[config.mk]
export PLATFORM = sky130hd
export DESIGN_NAME = ex_pipe
export DESIGN_NICKNAME = d
export VERILOG_FILES = /design/src/rtl/ex_pkg.sv /design/src/rtl/ex_mul_iter.sv /design/src/rtl/ex_pipe.sv
export SDC_FILE = /design/constraint.sdc
export NUM_CORES = 1
export LEC_CHECK = 0
export BUFFER_PORTS_ARGS = -buffer_cell sky130_fd_sc_hd__buf_2
export CELL_PAD_IN_SITES_DETAIL_PLACEMENT = 0
export CELL_PAD_IN_SITES_GLOBAL_PLACEMENT = 1
export CORE_AREA = 2 2 175 177
export DETAILED_ROUTE_END_ITERATION = 16
export DIE_AREA = 0 0 177 179
export PLACE_DENSITY = 0.66
export SLEW_MARGIN = 25
export SYNTH_ARGS = -nofsm -noshare
export SYNTH_HDL_FRONTEND = slang
export SYNTH_SLANG_ARGS = --single-unit
export TNS_END_PERCENT = 1
[constraint.sdc]
create_clock -name clk -period 14.99 [get_ports clk]
set_input_delay 1.499 -clock clk [delete_from_list [all_inputs] [get_ports clk]]
set_output_delay 1.499 -clock clk [all_outputs]
set_load 0.1 [all_outputs]
[src/rtl/ex_pkg.sv]
// rtl/ex_pkg.sv - shared opcodes, FSM states and saturation constants for ex_pipe
package ex_pkg;

  typedef enum logic [2:0] {
    FN_ADD = 3'd0,
    FN_SUB = 3'd1,
    FN_AND = 3'd2,
    FN_NOR = 3'd3,
    FN_SLL = 3'd4,
    FN_SRL = 3'd5,
    FN_SRA = 3'd6,
    FN_MUL = 3'd7
  } func_e;

  typedef enum logic {
    ST_IDLE = 1'b0,
    ST_MUL  = 1'b1
  } state_e;

  // Widest legal saturation value; ex_pipe narrows it to WIDTH.
  localparam logic [63:0] SAT_POS64 = 64'h7FFF_FFFF_FFFF_FFFF;

  function automatic logic is_arith(input func_e f);
    return (f == FN_ADD) || (f == FN_SUB);
  endfunction

endpackage

[src/rtl/ex_mul_iter.sv]
// rtl/ex_mul_iter.sv - shift-add multiplier, one multiplier bit per cycle, WIDTH cycles per product
module ex_mul_iter
  import ex_pkg::*;
#(
  parameter int WIDTH = 16
) (
  input  logic             clk,
  input  logic             rst,
  input  logic             start,
  input  logic [WIDTH-1:0] a,
  input  logic [WIDTH-1:0] b,
  output logic             done,
  output logic [WIDTH-1:0] product
);

  localparam int CNT_W = $clog2(WIDTH);

  logic             busy_q, busy_d;
  logic [CNT_W-1:0] cnt_q, cnt_d;
  logic [WIDTH-1:0] acc_q, acc_d;
  logic [WIDTH-1:0] mcand_q, mcand_d;
  logic [WIDTH-1:0] mplier_q, mplier_d;

  always_comb begin
    busy_d   = busy_q;
    cnt_d    = cnt_q;
    acc_d    = acc_q;
    mcand_d  = mcand_q;
    mplier_d = mplier_q;
    done     = 1'b0;
    if (start) begin
      busy_d   = 1'b1;
      cnt_d    = '0;
      acc_d    = '0;
      mcand_d  = a;
      mplier_d = b;
    end else if (busy_q) begin
      if (mplier_q[0]) acc_d = acc_q + mcand_q;
      mcand_d  = mcand_q << 1;
      mplier_d = mplier_q >> 1;
      cnt_d    = cnt_q + CNT_W'(1);
      if (cnt_q == CNT_W'(WIDTH - 1)) begin
        done   = 1'b1;
        busy_d = 1'b0;
      end
    end
  end

  // The final partial sum is handed out combinationally so the result lands on the done edge.
  assign product = acc_d;

  always_ff @(posedge clk) begin
    if (rst) begin
      busy_q   <= 1'b0;
      cnt_q    <= '0;
      acc_q    <= '0;
      mcand_q  <= '0;
      mplier_q <= '0;
    end else begin
      busy_q   <= busy_d;
      cnt_q    <= cnt_d;
      acc_q    <= acc_d;
      mcand_q  <= mcand_d;
      mplier_q <= mplier_d;
    end
  end

endmodule

[src/rtl/ex_pipe.sv]
// rtl/ex_pipe.sv - single-stage execute unit: saturating ALU, shifter, iterative MUL, alternate-PC
module ex_pipe
  import ex_pkg::*;
#(
  parameter int  WIDTH   = 16,
  parameter int  IMM_W   = 8,
  localparam int SHAMT_W = $clog2(WIDTH)
) (
  input  logic               clk,
  input  logic               rst,
  input  logic               in_valid,
  output logic               in_ready,
  input  logic [2:0]         func,
  input  logic               src1sel,
  input  logic [WIDTH-1:0]   p0,
  input  logic [WIDTH-1:0]   p1,
  input  logic [IMM_W-1:0]   imm,
  input  logic [SHAMT_W-1:0] shamt,
  input  logic [WIDTH-1:0]   pc,
  input  logic [IMM_W-1:0]   br_off,
  input  logic               jr_sel,
  output logic               out_valid,
  input  logic               out_ready,
  output logic [WIDTH-1:0]   dst,
  output logic [WIDTH-1:0]   sdata,
  output logic [WIDTH-1:0]   alt_pc,
  output logic [2:0]         flags
);

  localparam int             MSB     = WIDTH - 1;
  localparam logic [WIDTH-1:0] SAT_POS = WIDTH'(SAT_POS64 >> (64 - WIDTH));
  localparam logic [WIDTH-1:0] SAT_NEG = ~SAT_POS;

  state_e           state_q, state_d;
  logic             out_valid_q, out_valid_d;
  logic [WIDTH-1:0] dst_q, dst_d;
  logic [WIDTH-1:0] sdata_q, sdata_d;
  logic [WIDTH-1:0] alt_pc_q, alt_pc_d;
  logic [2:0]       flags_q, flags_d;

  func_e                   fn;
  logic                    accept, mul_start, mul_done;
  logic [WIDTH-1:0]        mul_product;
  logic signed [WIDTH-1:0] imm_sx, off_sx;
  logic [WIDTH-1:0]        src1, sum, diff, alu_res;
  logic                    alu_v;

  assign imm_sx    = WIDTH'($signed(imm));
  assign off_sx    = WIDTH'($signed(br_off));
  assign src1      = src1sel ? imm_sx : p1;
  assign in_ready  = (state_q == ST_IDLE) && (!out_valid_q || out_ready);
  assign accept    = in_valid && in_ready;
  assign mul_start = accept && (fn == FN_MUL);

  always_comb begin
    fn      = func_e'(func);
    sum     = p0 + src1;
    diff    = p0 - src1;
    alu_res = '0;
    alu_v   = 1'b0;
    case (fn)
      FN_ADD: begin
        alu_v   = (p0[MSB] == src1[MSB]) && (sum[MSB] != p0[MSB]);
        alu_res = alu_v ? (p0[MSB] ? SAT_NEG : SAT_POS) : sum;
      end
      FN_SUB: begin
        alu_v   = (p0[MSB] != src1[MSB]) && (diff[MSB] != p0[MSB]);
        alu_res = alu_v ? (p0[MSB] ? SAT_NEG : SAT_POS) : diff;
      end
      FN_AND:  alu_res = p0 & src1;
      FN_NOR:  alu_res = ~(p0 | src1);
      FN_SLL:  alu_res = p0 << shamt;
      FN_SRL:  alu_res = p0 >> shamt;
      FN_SRA:  alu_res = $signed(p0) >>> shamt;
      default: alu_res = '0;
    endcase
  end

  ex_mul_iter #(
    .WIDTH(WIDTH)
  ) u_mul (
    .clk    (clk),
    .rst    (rst),
    .start  (mul_start),
    .a      (p0),
    .b      (src1),
    .done   (mul_done),
    .product(mul_product)
  );

  always_comb begin
    state_d     = state_q;
    out_valid_d = out_valid_q && !out_ready;
    dst_d       = dst_q;
    sdata_d     = sdata_q;
    alt_pc_d    = alt_pc_q;
    flags_d     = flags_q;
    if (accept) begin
      sdata_d  = p1;
      alt_pc_d = jr_sel ? p0 : (pc + off_sx);
      if (mul_start) begin
        state_d = ST_MUL;
      end else begin
        dst_d       = alu_res;
        out_valid_d = 1'b1;
        flags_d[1]  = (alu_res == '0);
        if (is_arith(fn)) begin
          flags_d[2] = alu_res[MSB];
          flags_d[0] = alu_v;
        end
      end
    end
    // Nothing can be accepted while in MUL, so the result path never collides with accept.
    if ((state_q == ST_MUL) && mul_done) begin
      state_d     = ST_IDLE;
      dst_d       = mul_product;
      out_valid_d = 1'b1;
      flags_d[1]  = (mul_product == '0);
    end
  end

  always_ff @(posedge clk) begin
    if (rst) begin
      state_q     <= ST_IDLE;
      out_valid_q <= 1'b0;
      dst_q       <= '0;
      sdata_q     <= '0;
      alt_pc_q    <= '0;
      flags_q     <= 3'b000;
    end else begin
      state_q     <= state_d;
      out_valid_q <= out_valid_d;
      dst_q       <= dst_d;
      sdata_q     <= sdata_d;
      alt_pc_q    <= alt_pc_d;
      flags_q     <= flags_d;
    end
  end

  assign out_valid = out_valid_q;
  assign dst       = dst_q;
  assign sdata     = sdata_q;
  assign alt_pc    = alt_pc_q;
  assign flags     = flags_q;

endmodule
==> results.cfg <==
[hold_path]
whs_path_depth = 2
hold_end = sdata[2]
hold_class = reg -> reg
hold_start = sdata[2]

[cts]
clk_path_buf_depth = 2
clk-insertion-delay-late_ps = 380
post_cts_resized = 0
ctsHoldBuffers = 0
root_buffer = clkbuf_16
cts_max_level = 3
path_clk_slew_ps = 80
cts_buffers = 9
post-cts-setup-buffers = 0
cts.sinks = 106
cts_tree = done

[logic_synthesis]
synth_common_cells = 139 x nor2_1, 119 x nand2_1, 106 x dfxtp_1
ys_warn_count = 0
synth_top_area_cell = dfxtp_1
seq_area_frac_synth_pct = 20.6
synth_edf_count = 0
synth_cells = 1309
synth.cell_area_um2 = 10300
syn_area_per_cell_um2 = 7.88
syn-num-nets = 1476
synth.distinct_cells = 100
yosys_register_bits = 106
async_reset_ff_share_pct = 0
synth_top_area_share_pct = 20.6
synth.most_common_cell = nor2_1
netlist_top_cells_area = dfxtp_1 21%, ha_1 10%, mux2i_1 6.7%
synthFlopType = dfxtp_1

[pwr]
p_total_mw = 0.970
p_per_area_nw_per_um2 = 85.1
leakage_nw = 4.73
vdd_drop_max_uv = 63.5

[outcome]
status = completed

[cells_and_area]
nNetsFinal = 1532
final_util_pct = 38.0
diodes = 0
drive_above_1_share_pct = 16.6
multi_input_area_um2 = 7460
fill_cells = 3196
seq_area_um2 = 2120
stdcell_count = 1766
design_area_um2 = 11400
syn_to_final_growth_pct = 10.6

[worst_setup_path]
cp-end-kind = flop
crit_fanout = 17
r2r_cells = 10
reg2reg_setup_slack_ps = 11280
crit_type = in -> reg
crit_path_start_kind = primary input
cp.required_ps = 15280
rr_startpoint = u_mul.busy_q
r2r_end = flags[1]
arrival_ps = 7390

[drt]
vias = 10100
drt_pass1_iterations = 6
viasPerCell = 5.72
ant_nets = 0
drtIter0Drc = 928
drc_errors = 0
wire_per_inst_um = 21.8
drt-total-wl_um = 38500

[run]
maxCapViolations = 0

[sta]
slew-limit-headroom_pct = 36.8
setup_viol = 0
layout_setup_ws_ps = 7890
hold_violations = 0
min_period_ps = 7100
fmax_mhz = 141
maxSlewViolCount = 0
finalClockSkew_ps = 22.7
period_share_pct = 47.4
rsz0062_at_grt = false
finalHoldWorstSlack_ps = 453
worstMarginPinSlew_ps = 944
finalSetupTns_ps = 0

[grt]
grt_pass1_vias = 9557
grt_busiest_layer = met2
grt_overflow_total = 0
grt_use_met3_pct = 4.73
grt_pass1_wl_um = 58500
antenna_found_initial = 1
grt.met2_usage_pct = 37.9
track_usage_pct = 24.2
grt_max_degree = 74
met1_usage_pct = 34.3

[floorplanning]
fp.dieW_um = 177
core-area_um2 = 30000
num_rows = 64
die_h_um = 179
start_util_pct = 34.3
dieArea_um2 = 31700
ios = 130

[place]
dp_slack_ps = 7590
placed_cells = 1750
hpwl_um = 28800
place_area_um2 = 11100
gp_congestion = 0.929
port_buffers = 129
[cell families after synthesis]
| logic type | count (synthesis) | synth area share [%] |
|---|---|---|
| buf+inv | 164 | 7.05 |
| flops | 106 | 20.6 |
| fa+ha+maj | 90 | 11.3 |
| compound gates | 370 | 24.3 |
| xor+xnor | 44 | 3.74 |
| simple gates | 430 | 19.9 |
| mux | 105 | 13.1 |
[worst max-delay path, stage by stage]
cell       delay [ps]
buf_2             290
nand2_1           230
o21ai_0           240
inv_1             120
ha_1              570
nor2b_1           120
a211oi_1          390
nor2_1             70
a211oi_1          400
o31ai_1           160
a21o_1            200
a21o_1            190
fa_1              590
o211ai_1          810
o22ai_1           140
a221oi_1          260
o2111ai_1         190
nor4_1            290
nand4_1           160
nor4_1            230
nand4_1           160
o211ai_2           90
[registers in the layout (all words and copies together), names as in the netlist]
signal / count
alt_pc: 16
sdata: 16
dst: 16
u_mul.cnt_q: 4
flags: 3
u_mul.mplier_q: 16
state_q: 1
u_mul.busy_q: 1
u_mul.mcand_q: 16
u_mul.acc_q: 16
out_valid: 1
[layout by cell type, fill, tap and decap left out, types with 20 or more instances in the layout]
cell type | netlist | routed
nor2_1 | 139 | 139
buf_2 | 15 | 128
nand2_1 | 119 | 119
dfxtp_1 | 106 | 105
a21oi_1 | 100 | 100
ha_1 | 85 | 85
mux2i_1 | 69 | 69
inv_1 | 62 | 62
o21ai_0 | 55 | 55
a211oi_1 | 53 | 53
nor3_1 | 44 | 44
xnor2_1 | 25 | 25
mux4_2 | 23 | 23
nand2b_1 | 20 | 20
[area by class of cell]
class                           count  share of cell area (%)
Multi-Input combinational cell   1039                    65.4
Timing Repair Buffer              144                    6.67
Sequential cell                   106                    18.6
Inverter                           65                    2.14
Tap cell                          396                    4.35
Clock buffer                        9                    1.98
Clock inverter                      7                   0.801
[power by group]
group	switching, mW	internal, mW
clock	0.138	0.122
combinational	0.283	0.122
sequential	0.00945	0.296
[layer usage]
metal,wire (um),vias up
li1,-,4876
met1,18200,4816
met2,17100,372
met3,2600,44
met4,698,0
met5,0,-
[worst max-delay path by stage]
stage / from / endpoint / slack [ps]
floorplan: src1sel / flags[1] / 8520
global placement: src1sel / flags[1] / 7750
detailed placement: src1sel / flags[1] / 7590
CTS: src1sel / flags[1] / 7950
global route: src1sel / flags[1] / 7310
finish: src1sel / flags[1] / 7890
Note: power is estimated with default switching activity, not from simulation.
